[src/rtl/rc4_key_search_ctrl.sv]
`default_nettype none
// ============================================================================
//  Module   : rc4_key_search_ctrl
//  Brief    : Hands RC4 candidate keys to a pool of decryption cores, collects
//             their completions and stops on the first key whose decrypted
//             message passes the check, or when the key space is exhausted.
//  Options  : define RC4_KS_PROGRESS_EN to build the keys_tested counter;
//             without it keys_tested is tied to zero.
//  Revision : 1.0 - initial release
// ============================================================================
module rc4_key_search_ctrl #(
  parameter int              NUM_CORES = 2,
  parameter int              KEY_W     = 22,
  parameter logic [KEY_W-1:0] KEY_MAX  = {KEY_W{1'b1}}
) (
  input  logic                       clk,
  input  logic                       reset,
  input  logic                       start,
  output logic [NUM_CORES-1:0]       core_start,
  output logic [NUM_CORES*KEY_W-1:0] core_key,
  output logic                       core_abort,
  input  logic [NUM_CORES-1:0]       core_done,
  input  logic [NUM_CORES-1:0]       core_valid,
  output logic                       busy,
  output logic                       found,
  output logic [KEY_W-1:0]           found_key,
  output logic                       exhausted,
  output logic [KEY_W:0]             keys_tested
);

  typedef enum logic [1:0] {
    ST_IDLE      = 2'd0,
    ST_RUN       = 2'd1,
    ST_FOUND     = 2'd2,
    ST_EXHAUSTED = 2'd3
  } state_t;

  // One bit wider than a key so the final increment past KEY_MAX never wraps.
  localparam logic [KEY_W:0] c_KEY_LAST = {1'b0, KEY_MAX};

  state_t                     r_state;
  state_t                     w_state_nxt;
  logic [KEY_W:0]             r_next_key;
  logic [NUM_CORES-1:0]       r_core_busy;
  logic [NUM_CORES-1:0]       r_core_start;
  logic [NUM_CORES*KEY_W-1:0] r_core_key;
  logic                       r_core_abort;
  logic [KEY_W-1:0]           r_found_key;

  logic                       w_in_run;
  logic [NUM_CORES-1:0]       w_done_vec;
  logic [NUM_CORES-1:0]       w_valid_vec;
  logic                       w_any_valid;
  logic [NUM_CORES-1:0]       w_win_oh;
  logic [NUM_CORES-1:0]       w_idle_vec;
  logic [NUM_CORES-1:0]       w_disp_oh;
  logic [NUM_CORES-1:0]       w_busy_after;
  logic                       w_keys_left;
  logic                       w_dispatch;
  logic [KEY_W-1:0]           w_win_key;

  // Completions only count in RUN and only from cores that hold a key.
  assign w_in_run     = (r_state == ST_RUN);
  assign w_done_vec   = w_in_run ? (core_done & r_core_busy) : '0;
  assign w_valid_vec  = w_done_vec & core_valid;
  assign w_any_valid  = |w_valid_vec;
  // Isolating the lowest set bit gives the lowest-index winner / idle core.
  assign w_win_oh     = w_valid_vec & (~w_valid_vec + NUM_CORES'(1));
  assign w_idle_vec   = ~r_core_busy;
  assign w_disp_oh    = w_idle_vec & (~w_idle_vec + NUM_CORES'(1));
  assign w_busy_after = r_core_busy & ~w_done_vec;
  assign w_keys_left  = (r_next_key <= c_KEY_LAST);
  // A valid completion pre-empts dispatch in the same cycle.
  assign w_dispatch   = w_in_run && !w_any_valid && (|w_idle_vec) && w_keys_left;

  // Select the key held by the winning core.
  always_comb begin
    w_win_key = '0;
    for (int i = 0; i < NUM_CORES; i++) begin
      if (w_win_oh[i]) begin
        w_win_key = r_core_key[i*KEY_W +: KEY_W];
      end
    end
  end

  // State register.
  always_ff @(posedge clk) begin
    if (reset) begin
      r_state <= ST_IDLE;
    end else begin
      r_state <= w_state_nxt;
    end
  end

  // Next-state decode.
  always_comb begin
    w_state_nxt = r_state;
    case (r_state)
      ST_RUN: begin
        if (w_any_valid) begin
          w_state_nxt = ST_FOUND;
        end else if (!w_keys_left && (r_core_busy == '0)) begin
          w_state_nxt = ST_EXHAUSTED;
        end
      end
      default: begin
        if (start) begin
          w_state_nxt = ST_RUN;
        end
      end
    endcase
  end

  // Key pointer, core occupancy, launch/abort pulses and the winning key.
  always_ff @(posedge clk) begin
    if (reset) begin
      r_next_key   <= '0;
      r_core_busy  <= '0;
      r_core_start <= '0;
      r_core_abort <= 1'b0;
      r_found_key  <= '0;
    end else begin
      r_core_start <= '0;
      r_core_abort <= 1'b0;
      if (!w_in_run) begin
        if (start) begin
          r_next_key  <= '0;
          r_core_busy <= '0;
          r_found_key <= '0;
        end
      end else if (w_any_valid) begin
        r_found_key  <= w_win_key;
        r_core_abort <= 1'b1;
        r_core_busy  <= '0;
      end else if (w_dispatch) begin
        r_core_busy  <= w_busy_after | w_disp_oh;
        r_core_start <= w_disp_oh;
        r_next_key   <= r_next_key + (KEY_W+1)'(1);
      end else begin
        r_core_busy  <= w_busy_after;
      end
    end
  end

  // Per-core key slices; a slice only changes when its core is launched.
  always_ff @(posedge clk) begin
    if (reset) begin
      r_core_key <= '0;
    end else begin
      for (int i = 0; i < NUM_CORES; i++) begin
        if (w_dispatch && w_disp_oh[i]) begin
          r_core_key[i*KEY_W +: KEY_W] <= r_next_key[KEY_W-1:0];
        end
      end
    end
  end

`ifdef RC4_KS_PROGRESS_EN
  logic [KEY_W:0] r_keys_tested;
  logic [KEY_W:0] w_done_cnt;

  // Several cores may finish in one cycle, so add the number of completions.
  always_comb begin
    w_done_cnt = '0;
    for (int i = 0; i < NUM_CORES; i++) begin
      w_done_cnt = w_done_cnt + (KEY_W+1)'(w_done_vec[i]);
    end
  end

  // Progress counter, cleared when a new search begins.
  always_ff @(posedge clk) begin
    if (reset) begin
      r_keys_tested <= '0;
    end else if (!w_in_run) begin
      if (start) begin
        r_keys_tested <= '0;
      end
    end else begin
      r_keys_tested <= r_keys_tested + w_done_cnt;
    end
  end

  assign keys_tested = r_keys_tested;
`else
  assign keys_tested = '0;
`endif

  assign core_start = r_core_start;
  assign core_key   = r_core_key;
  assign core_abort = r_core_abort;
  assign found_key  = r_found_key;
  assign busy       = (r_state == ST_RUN);
  assign found      = (r_state == ST_FOUND);
  assign exhausted  = (r_state == ST_EXHAUSTED);

endmodule
`default_nettype wire

[config.mk]
export PLATFORM = sky130hd
export DESIGN_NAME = rc4_key_search_ctrl
export DESIGN_NICKNAME = d
export VERILOG_FILES = /design/src/rtl/rc4_key_search_ctrl.sv
export SDC_FILE = /design/constraint.sdc
export NUM_CORES = 1
export LEC_CHECK = 0
export ABC_AREA = 1
export BUFFER_PORTS_ARGS = -buffer_cell sky130_fd_sc_hd__buf_2
export CORE_AREA = 2 2 69 136
export CTS_CLUSTER_DIAMETER = 150
export DETAILED_ROUTE_END_ITERATION = 10
export DIE_AREA = 0 0 71 138
export PLACE_DENSITY = 0.78
export SLEW_MARGIN = 20
export SYNTH_ARGS = -nofsm -noshare
export SYNTH_HDL_FRONTEND = slang
export SYNTH_SLANG_ARGS = --single-unit
[constraint.sdc]
create_clock -name clk -period 2.98 [get_ports clk]
set_clock_uncertainty 0.2 [all_clocks]
set_input_delay 0.596 -clock clk [delete_from_list [all_inputs] [get_ports clk]]
set_output_delay 0.596 -clock clk [all_outputs]
set_load 0.01 [all_outputs]
==> results of run 1 <==
[timing repair]
action / 4_1_cts / 5_1_grt
hold buffers: 0 / 0
setup buffers: 0 / 0
gates resized for setup: 0 / 2
endpoints found under the setup margin: 0 / 13
[per-layer routing]
layer,wire length [microns],GRT usage,up-vias
met5,0,0,-
met4,528,0.1460,0
met3,601,0.03644,42
met2,6387,0.4407,186
met1,4462,0.2815,2017
li1,-,-,2193
[final timing paths]
path / end / slack [ps] / cells past startpoint
max: core_key[21] / 300 / 12
min: found_key[12] / 280 / 2
max reg2reg: core_key[21] / 300 / 12
min reg2reg: found_key[12] / 280 / 2
[report_power, final]
| part | internal [mW] | switching [mW] | total, mW |
|---|---|---|---|
| Combinational | 0.0467 | 0.217 | 0.264 |
| Clock | 0.567 | 0.494 | 1.06 |
| Sequential | 1.29 | 0.0135 | 1.31 |
[layout make-up]
class | count | area, sq um | share of cell area
well taps | 102 | 127.6 | 0.02467
clock inverters | 6 | 43.79 | 0.008466
multi-input cells | 474 | 2218 | 0.4289
repair buffers | 85 | 455.4 | 0.08805
flip-flops and latches | 96 | 1922 | 0.3716
inverters | 45 | 176.4 | 0.03411
clock buffers | 10 | 229.0 | 0.04427
[state kept, by name, summed over array words and instances, names as in the netlist]
signal	flops
core_abort	1
core_key	44
core_start	2
r_state	2
r_core_busy	2
found_key	22
r_next_key	23
[through the flow]
stage,util,instances
finish,0.5818,818
global route,0.5818,818
CTS,0.5810,818
detailed placement,0.5503,802
global placement,0.5503,802
floorplan,-,678
[cell usage after synthesis (all sizes together)]
cell type	instances
o211ai	1
xor2	14
o22ai	1
nand4	2
ha	1
buf	40
a21oi	93
conb	1
dfxtp	96
nor2	82
xnor2	4
o21ai	24
inv	45
nand2	131
clkbuf	23
nand3	98
[worst max-delay path, delay by kind of cell (launching register included)]
kind / cells / cell delay (ps)
AO/OA/AOI/OAI: 1 / 160
adder cells (fa/ha/maj): 1 / 280
buffers and inverters: 2 / 500
flip-flops: 1 / 450
AND/OR/NAND/NOR: 8 / 1010
[cell families after synthesis]
kind of cell	synth area share
and+or+nand+nor	0.2936
AOI/OAI and AO/OA	0.1296
DFF	0.4157
other	0.0008111
adders and majority gates	0.002706
buffers and inverters	0.1234
xor gates and xnor gates	0.03410
[placed cells by master, fill, tap and decap left out]
cell type   netlist  final
conb_1            1     23
a21oi_1          93     93
nand2_4           3      4
inv_1            41     41
xnor2_1           4      4
clkinvlp_4        0      4
ha_1              1      1
inv_4             2      1
inv_6             0      2
nand2_2           5      4
nand4_1           2      2
nor2_1           76     76
clkbuf_1         23      1
buf_4            26      6
o211ai_1          1      1
inv_2             2      2
o22ai_1           1      1
buf_2             5     78
nor2_2            5      5
xor2_1           14     14
clkbuf_16         0      9
buf_12            0      1
nand2_1         123    123
nor2_4            1      1
dfxtp_1          96     96
clkinv_2          0      1
nand3_1          98     98
o21ai_0          24     24
==> flow_metrics.tcl, run 1 <==
set metrics [dict create \
    worst_pin_slew_ps 800.5 \
    start_kind "register" \
    dr.pass1.iters 5 \
    max_freq_ghz 0.3733 \
    pre_cts_ws_ps 216.9 \
    syn-cell-area_sq_um 4623 \
    initial_core_util 0.5201 \
    place_congestion 0.9839 \
    ctsLongestPathBuffers 2 \
    hold_class "reg2reg" \
    io_buffers 78 \
    yosysTopAreaCell "dfxtp_1" \
    power.total_mw 2.632 \
    fin_crit_ps 2678 \
    layout-drive-gt1-share 0.1648 \
    cts_tree "yes" \
    grt_use_total 0.2516 \
    n_antenna_cell 0 \
    synthCells 656 \
    holdWs_ps 278.3 \
    die_w_microns 71 \
    path_common_cell "nand2_2" \
    antenna_found_initial 0 \
    cp.arrival_ps 2750 \
    worst_setup_path_end_kind "register" \
    die_area_sq_um 9798 \
    drtIter0Drc 344 \
    syn_area_per_cell_sq_um 7.048 \
    worstPathRequired_ps 3050 \
    synth-seq-cells 96 \
    via_per_inst 5.425 \
    synth_area_leaders "dfxtp_1 (42%), nand3_1 (11%), a21oi_1 (10%)" \
    grt_pass1_wl_microns 20130 \
    wl_microns 11980 \
    hold_viol_final 0 \
    critPathMaxStageDelay_ps 450 \
    clkLatencyLatePin_ps 340 \
    path_class "reg2reg" \
    finalCritPeriodShare 0.8988 \
    fill_cells 841 \
    path_cells "ha_1, nand2_1, nor2_2, nand2_2, nor2_4, nand2_2, nand2_2, nand2_4, inv_6, buf_4, nand3_1, a21oi_1" \
    ys_seq_area_frac 0.4157 \
    cp_max_fo 26 \
    hp-start "found_key[12]" \
    drc 0 \
    p_per_area_nw_per_um2 508.9 \
    nets 719 \
    numCtsBuffers 9 \
    p_leak_nw 2.009 \
    grt_overflow 0 \
    cts_root_buffer "clkbuf_16" \
    numClockSinks 96 \
    max_cap_violations 0 \
    cp_slowest_cell "dfxtp_1" \
    core-area_sq_um 8890 \
    layout_setup_ws_ps 301.5 \
    yosys.area.top_type_share 0.4157 \
    grt_pass1_vias 4267 \
    irDropWorstVdd_v 0.0003318 \
    finalSetupViolCount 0 \
    areaGrowthSynthToFinish_pct 11.88 \
    r2r_start "r_next_key[0]" \
    grt_setup_unrepaired "no" \
    io_pins 102 \
    ys_types 26 \
    drv_slew 0 \
    status "finished clean" \
    dpl.hpwl_microns 8682 \
    relSlewSlack 0.4650 \
    yosys_warnings 0 \
    path_clk_slew_ps 70 \
    finalSetupTns_ps 0 \
    htree_levels 3 \
    num_rows 49 \
    stdcell_area_sq_um 5172 \
    die_y_microns 138 \
    antenna_left 0 \
    crit_start "r_next_key[0]" \
    wl_per_cell_microns 14.64 \
    grt_max_degree 61 \
    dpl-instance-area_sq_um 4892 \
    vias 4438 \
]
Note: power is estimated with default switching activity, not from simulation.
==> run 2: changes to the inputs <==
--- a/config.mk
+++ b/config.mk
@@ -7,11 +7,11 @@
 export LEC_CHECK = 0
 export ABC_AREA = 1
 export BUFFER_PORTS_ARGS = -buffer_cell sky130_fd_sc_hd__buf_2
-export CORE_AREA = 2 2 69 136
+export CORE_AREA = 2 2 67 132
 export CTS_CLUSTER_DIAMETER = 150
 export DETAILED_ROUTE_END_ITERATION = 10
-export DIE_AREA = 0 0 71 138
-export PLACE_DENSITY = 0.78
+export DIE_AREA = 0 0 69 134
+export PLACE_DENSITY = 0.82
 export SLEW_MARGIN = 20
 export SYNTH_ARGS = -nofsm -noshare
 export SYNTH_HDL_FRONTEND = slang
==> constraint.sdc (replaced) <==
create_clock -name clk -period 3.45 [get_ports clk]
set_clock_uncertainty 0.2 [all_clocks]
set_input_delay 0.69 -clock clk [delete_from_list [all_inputs] [get_ports clk]]
set_output_delay 0.69 -clock clk [all_outputs]
set_load 0.01 [all_outputs]
==> run 2 against run 1 <==
  * Clock power shrank 13%
  * Via count grew 1.1%
  * Die area shrank 5.6%
  * Worst setup slack gained 400 ps
  * Flip-flop and latch count is the same
  * Sequential share of layout area grew 0.17 points
  * Critical path depth is the same
  * Sequential power shrank 14%
  * Final cell count shrank 0.49%
  * Wire length grew 0.43%
  * Count of clock-buffer cells in the layout grew 1
  * First-iteration DRC count grew 32%
  * Largest cell class unchanged
  * Largest power group unchanged
  * Highest routed layer unchanged
==> flow_metrics.tcl, run 2 (synthesis gave the netlist of run 1 again) <==
set metrics [dict create \
    cp.arrival_ps 2810 \
    fin_crit_ps 2746 \
    drc 0 \
    irDropWorstVdd_v 0.0002612 \
    fill_cells 737 \
    die_y_microns 134 \
    die_area_sq_um 9246 \
    power_switching_mw 0.6188 \
    path_clk_slew_ps 70 \
    power.total_mw 2.282 \
    switching_share 0.2712 \
    cts_hold_buf 0 \
    io_buffers 78 \
    cts_tree "yes" \
    worst_pin_slew_ps 832.5 \
    drv_slew 0 \
    path_common_cell "nand2_2" \
    grt_pass1_wl_microns 19250 \
    p_comb_frac 0.101 \
    largest_register_ff_count 44 \
    n_antenna_cell 0 \
    stdcell_area_sq_um 5149 \
    wl_per_cell_microns 14.78 \
    cts_resized 0 \
    hold_class "reg2reg" \
    place_congestion 0.9808 \
    final_cell_mix "nand2_1 (123), nand3_1 (98), dfxtp_1 (96)" \
    core-area_sq_um 8233 \
    layout_setup_ws_ps 704.3 \
    clkLatencyLatePin_ps 340 \
    critical_path_buf_inv_count 2 \
    grt_max_degree 46 \
    dr.pass1.iters 5 \
    finalCritPeriodShare 0.7959 \
    htree_levels 3 \
    internal_power_mw 1.663 \
    status "finished clean" \
    io_pins 102 \
    worstPathRequired_ps 3520 \
    antenna_left 0 \
    grt_pass1_vias 4082 \
    dpl-instance-area_sq_um 4875 \
    num_rows 47 \
    cp_max_fo 43 \
    start_kind "register" \
    ctsLongestPathBuffers 2 \
    finalSetupTns_ps 0 \
    grt_overflow 0 \
    finalSetupViolCount 0 \
    pre_cts_ws_ps 780.4 \
    cts_setup_buffers 0 \
    wl_microns 12030 \
    relSlewSlack 0.4437 \
    cp_slowest_cell "dfxtp_1" \
    grt_setup_unrepaired "no" \
    hold_viol_final 0 \
    p_per_area_nw_per_um2 443.3 \
    via_per_inst 5.510 \
    areaGrowthSynthToFinish_pct 11.37 \
    max_cap_violations 0 \
    cts_root_buffer "clkbuf_16" \
    critical_path.top_delay_family "simple AND/OR/NAND/NOR gates" \
    p_leak_nw 2.016 \
    numCtsBuffers 9 \
    vias 4485 \
    drtIter0Drc 453 \
    worst_setup_path_end_kind "register" \
    clkPwrFrac 0.405 \
    nets 719 \
    layout-drive-gt1-share 0.1648 \
    path_class "reg2reg" \
    antenna_found_initial 0 \
    die_w_microns 69 \
    final_common_cell "nand2_1" \
    power.share.sequential 0.495 \
    max_freq_ghz 0.3642 \
    critPathMaxStageDelay_ps 450 \
    initial_core_util 0.5616 \
    grt_use_total 0.2560 \
    numClockSinks 96 \
    path_cells "ha_1, nand2_1, nor2_2, nand2_2, nor2_4, nand2_2, nand2_2, nand2_4, inv_4, buf_4, nand3_1, a21oi_1" \
    dpl.hpwl_microns 8452 \
]
==> run 2: routing by layer <==
| layer | vias up | track usage | share of wire |
|---|---|---|---|
| met3 | 44 | 0.04733 | 0.065 |
| met5 | - | 0 | 0 |
| met4 | 0 | 0.1710 | 0.048 |
| met1 | 2040 | 0.2822 | 0.37 |
| li1 | 2190 | - | - |
| met2 | 211 | 0.4412 | 0.51 |
==> run 2: power groups by stage <==
stage               Clock [mW]  Combinational [mW]  Sequential (mW)
floorplan                    0               0.216             1.15
global placement             0               0.221             1.15
detailed placement           0               0.225             1.15
CTS                      0.933               0.226             1.13
global route             0.987               0.248             1.13
finish                   0.923               0.230             1.13
==> run 2: worst paths after layout <==
kind / start / end / slack, ps / cells past startpoint
max: r_next_key[0] / core_key[3] / 700 / 12
min: core_key[18] / core_key[18] / 280 / 2
max reg2reg: r_next_key[0] / core_key[3] / 700 / 12
min reg2reg: core_key[18] / core_key[18] / 280 / 2
==> run 2: metrics by stage <==
stage	hold slack, ps	instances	util
finish	275.3	814	0.6254
global route	299.0	814	0.6254
floorplan	264.5	678	-
CTS	278.2	814	0.6254
global placement	257.6	798	0.5921
detailed placement	267.1	798	0.5921
==> run 2: worst min-delay path, delay by kind of cell, from the launching register on <==
kind / cells / cell delay [ps]
AO/OA/AOI/OAI: 1 / 50
flip-flops: 1 / 320
AND/OR/NAND/NOR: 1 / 60
==> run 2: area by class of cell <==
cell class / instances / area, sq um / area share
clock buffers: 11 / 242.7 / 0.04714
clock inverters: 5 / 31.28 / 0.006075
inverters: 45 / 173.9 / 0.03378
multi-input cells: 474 / 2213 / 0.4299
flip-flops and latches: 96 / 1922 / 0.3733
well taps: 98 / 122.6 / 0.02382
repair buffers: 85 / 442.9 / 0.08603
==> run 3: changes to the inputs <==
--- a/config.mk
+++ b/config.mk
@@ -7,11 +7,11 @@
 export LEC_CHECK = 0
 export ABC_AREA = 1
 export BUFFER_PORTS_ARGS = -buffer_cell sky130_fd_sc_hd__buf_2
-export CORE_AREA = 2 2 67 132
+export CORE_AREA = 2 2 72 143
 export CTS_CLUSTER_DIAMETER = 150
 export DETAILED_ROUTE_END_ITERATION = 10
-export DIE_AREA = 0 0 69 134
-export PLACE_DENSITY = 0.82
+export DIE_AREA = 0 0 74 145
+export PLACE_DENSITY = 0.75
 export SLEW_MARGIN = 20
 export SYNTH_ARGS = -nofsm -noshare
 export SYNTH_HDL_FRONTEND = slang
==> constraint.sdc (replaced) <==
create_clock -name clk -period 2.4 [get_ports clk]
set_clock_uncertainty 0.2 [all_clocks]
set_input_delay 0.48 -clock clk [delete_from_list [all_inputs] [get_ports clk]]
set_output_delay 0.48 -clock clk [all_outputs]
set_load 0.01 [all_outputs]
==> run 3 against run 2 <==
  * Via count is 1.2% higher
  * Hold slack worse by 3.2 ps
  * Cell area increased by 5.7%
  * Worst setup slack got worse by 510 ps
  * Largest cell class unchanged
==> flow_metrics.tcl, run 3 (synthesis gave the netlist of run 1 again) <==
set metrics [dict create \
    status "finished clean" \
    drc 0 \
    path_clk_slew_ps 70 \
    via_per_inst 5.236 \
    grt_pass1_vias 4407 \
    hold_viol_final 0 \
    holdWs_ps 272.0 \
    final_common_cell "nand2_1" \
    grt_overflow 0 \
    hp-start "core_key[6]" \
    pre_cts_ws_ps 133.7 \
    cp_max_fo 33 \
    irDropWorstVdd_v 0.0003642 \
    max_freq_ghz 0.4528 \
    fin_util 0.5647 \
    worstPathRequired_ps 2460 \
    wl_microns 12850 \
    io_pins 102 \
    antenna_found_initial 0 \
    critPathMaxStageDelay_ps 470 \
    die_area_sq_um 10730 \
    gr-max-usage-layer "met2" \
    grt_use_total 0.2479 \
    fin_cells 867 \
    core-area_sq_um 9635 \
    finalSetupTns_ps 0 \
    grt_pass1_wl_microns 21030 \
    clkLatencyLatePin_ps 340 \
    largest_register_ff_count 44 \
    wl_per_cell_microns 14.83 \
    die_y_microns 145 \
    antenna_left 0 \
    layout_setup_ws_ps 191.3 \
    io_buffers 78 \
    whs_path_depth 2 \
    grt_setup_unrepaired "no" \
    dpl.cell_count 851 \
    grt_max_degree 80 \
    r2r_slack_ps 190 \
    ff2ff_path_depth 11 \
    min_to "core_key[6]" \
    fin_crit_ps 2209 \
    critical_path_buf_inv_count 2 \
    num_rows 51 \
    finalCritPeriodShare 0.9203 \
    ctsLongestPathBuffers 2 \
    drtIter0Drc 475 \
    max_cap_violations 0 \
    nets 738 \
    fill_cells 947 \
    finalSetupViolCount 0 \
    cts_tree "yes" \
    cts_root_buffer "clkbuf_16" \
    gr-usage-met1 0.2777 \
    dpl.hpwl_microns 9218 \
    p_per_area_nw_per_um2 654.5 \
    initial_core_util 0.4798 \
    n_antenna_cell 0 \
    htree_levels 3 \
    r2r_start "r_next_key[16]" \
    vias 4540 \
    critical_path.top_delay_family "simple AND/OR/NAND/NOR gates" \
    areaGrowthSynthToFinish_pct 17.70 \
    cp.arrival_ps 2270 \
    numCtsBuffers 9 \
    dr.pass1.iters 5 \
    place_congestion 0.9583 \
    p_leak_nw 2.157 \
    layout-drive-gt1-share 0.1918 \
    start_kind "register" \
    path_cells "nand2_1, nor2_1, nand2_1, nor2_1, nand2_2, nand2_2, nand2_4, inv_4, buf_12, nand3_1, a21oi_1" \
    path_class "reg2reg" \
    timing.rr.end "core_key[41]" \
    final_cell_mix "nand2_1 (123), nand3_1 (98), dfxtp_1 (94)" \
    use_met2 0.4375 \
    met3_usage 0.03333 \
    cp_slowest_cell "dfxtp_1" \
    numClockSinks 96 \
    drv_slew 0 \
    worst_setup_path_end_kind "register" \
    die_w_microns 74 \
    hold_class "reg2reg" \
]
## run 3: cell types whose count changed in the layout (fill, tap and decap cells not counted), moves of 2 or more
cell,before,now
dfxtp_1,96,94
buf_12,0,4
buf_4,7,22
nor2_1,76,74
nor2_2,5,7
clkinv_2,3,1
dfxtp_2,0,2
bufinv_16,0,2
## run 3: worst max path at each step
| stage | end | from | cells after the start |
|---|---|---|---|
| floorplan | core_key[10] | r_next_key[0] | 13 |
| global placement | r_next_key[4] | core_done[0] | 11 |
| detailed placement | r_next_key[4] | core_done[0] | 11 |
| CTS | r_next_key[16] | r_state[1] | 10 |
| global route | core_key[16] | r_next_key[14] | 11 |
| finish | core_key[41] | r_next_key[16] | 11 |
## run 3: worst reg2reg max path, delay by kind of cell (launching register included)
family                 cells  cell delay (ps)
DFF                        1              470
buffers and inverters      2              380
and+or+nand+nor            8              910
AOI/OAI and AO/OA          1              170
## run 3: what timing repair did
| item | in CTS | in global routing |
|---|---|---|
| setup buffers | 0 | 0 |
| resized for setup | 0 | 5 |
| hold buffers | 0 | 0 |
| setup endpoints to repair | 0 | 31 |
## run 3: routing by layer
layer	wire, microns	up-vias
li1	-	2238
met1	4918	2115
met2	6928	148
met3	506	39
met4	501	0
met5	0	-
## run 3: metrics by stage
stage / instance area, sq um / power [mW]
CTS: 5429 / 3.567
floorplan: 4706 / 1.968
global placement: 5110 / 2.032
detailed placement: 5110 / 2.039
global route: 5441 / 3.679
finish: 5441 / 3.562
## run 3: layout make-up
type / count / area [sq um] / share of cell area
multi-input cells: 474 / 2223 / 0.4086
flip-flops and latches: 96 / 1924 / 0.3536
clock inverters: 6 / 90.09 / 0.01656
repair buffers: 104 / 635.6 / 0.1168
clock buffers: 10 / 229.0 / 0.04208
inverters: 45 / 173.9 / 0.03196
well taps: 132 / 165.2 / 0.03035
## run 3: power by group
part / internal [mW] / total (mW) / switching [mW]
Clock: 0.920 / 1.55 / 0.628
Sequential: 1.61 / 1.62 / 0.0139
Combinational: 0.0942 / 0.394 / 0.300
Total: 2.62 / 3.56 / 0.942
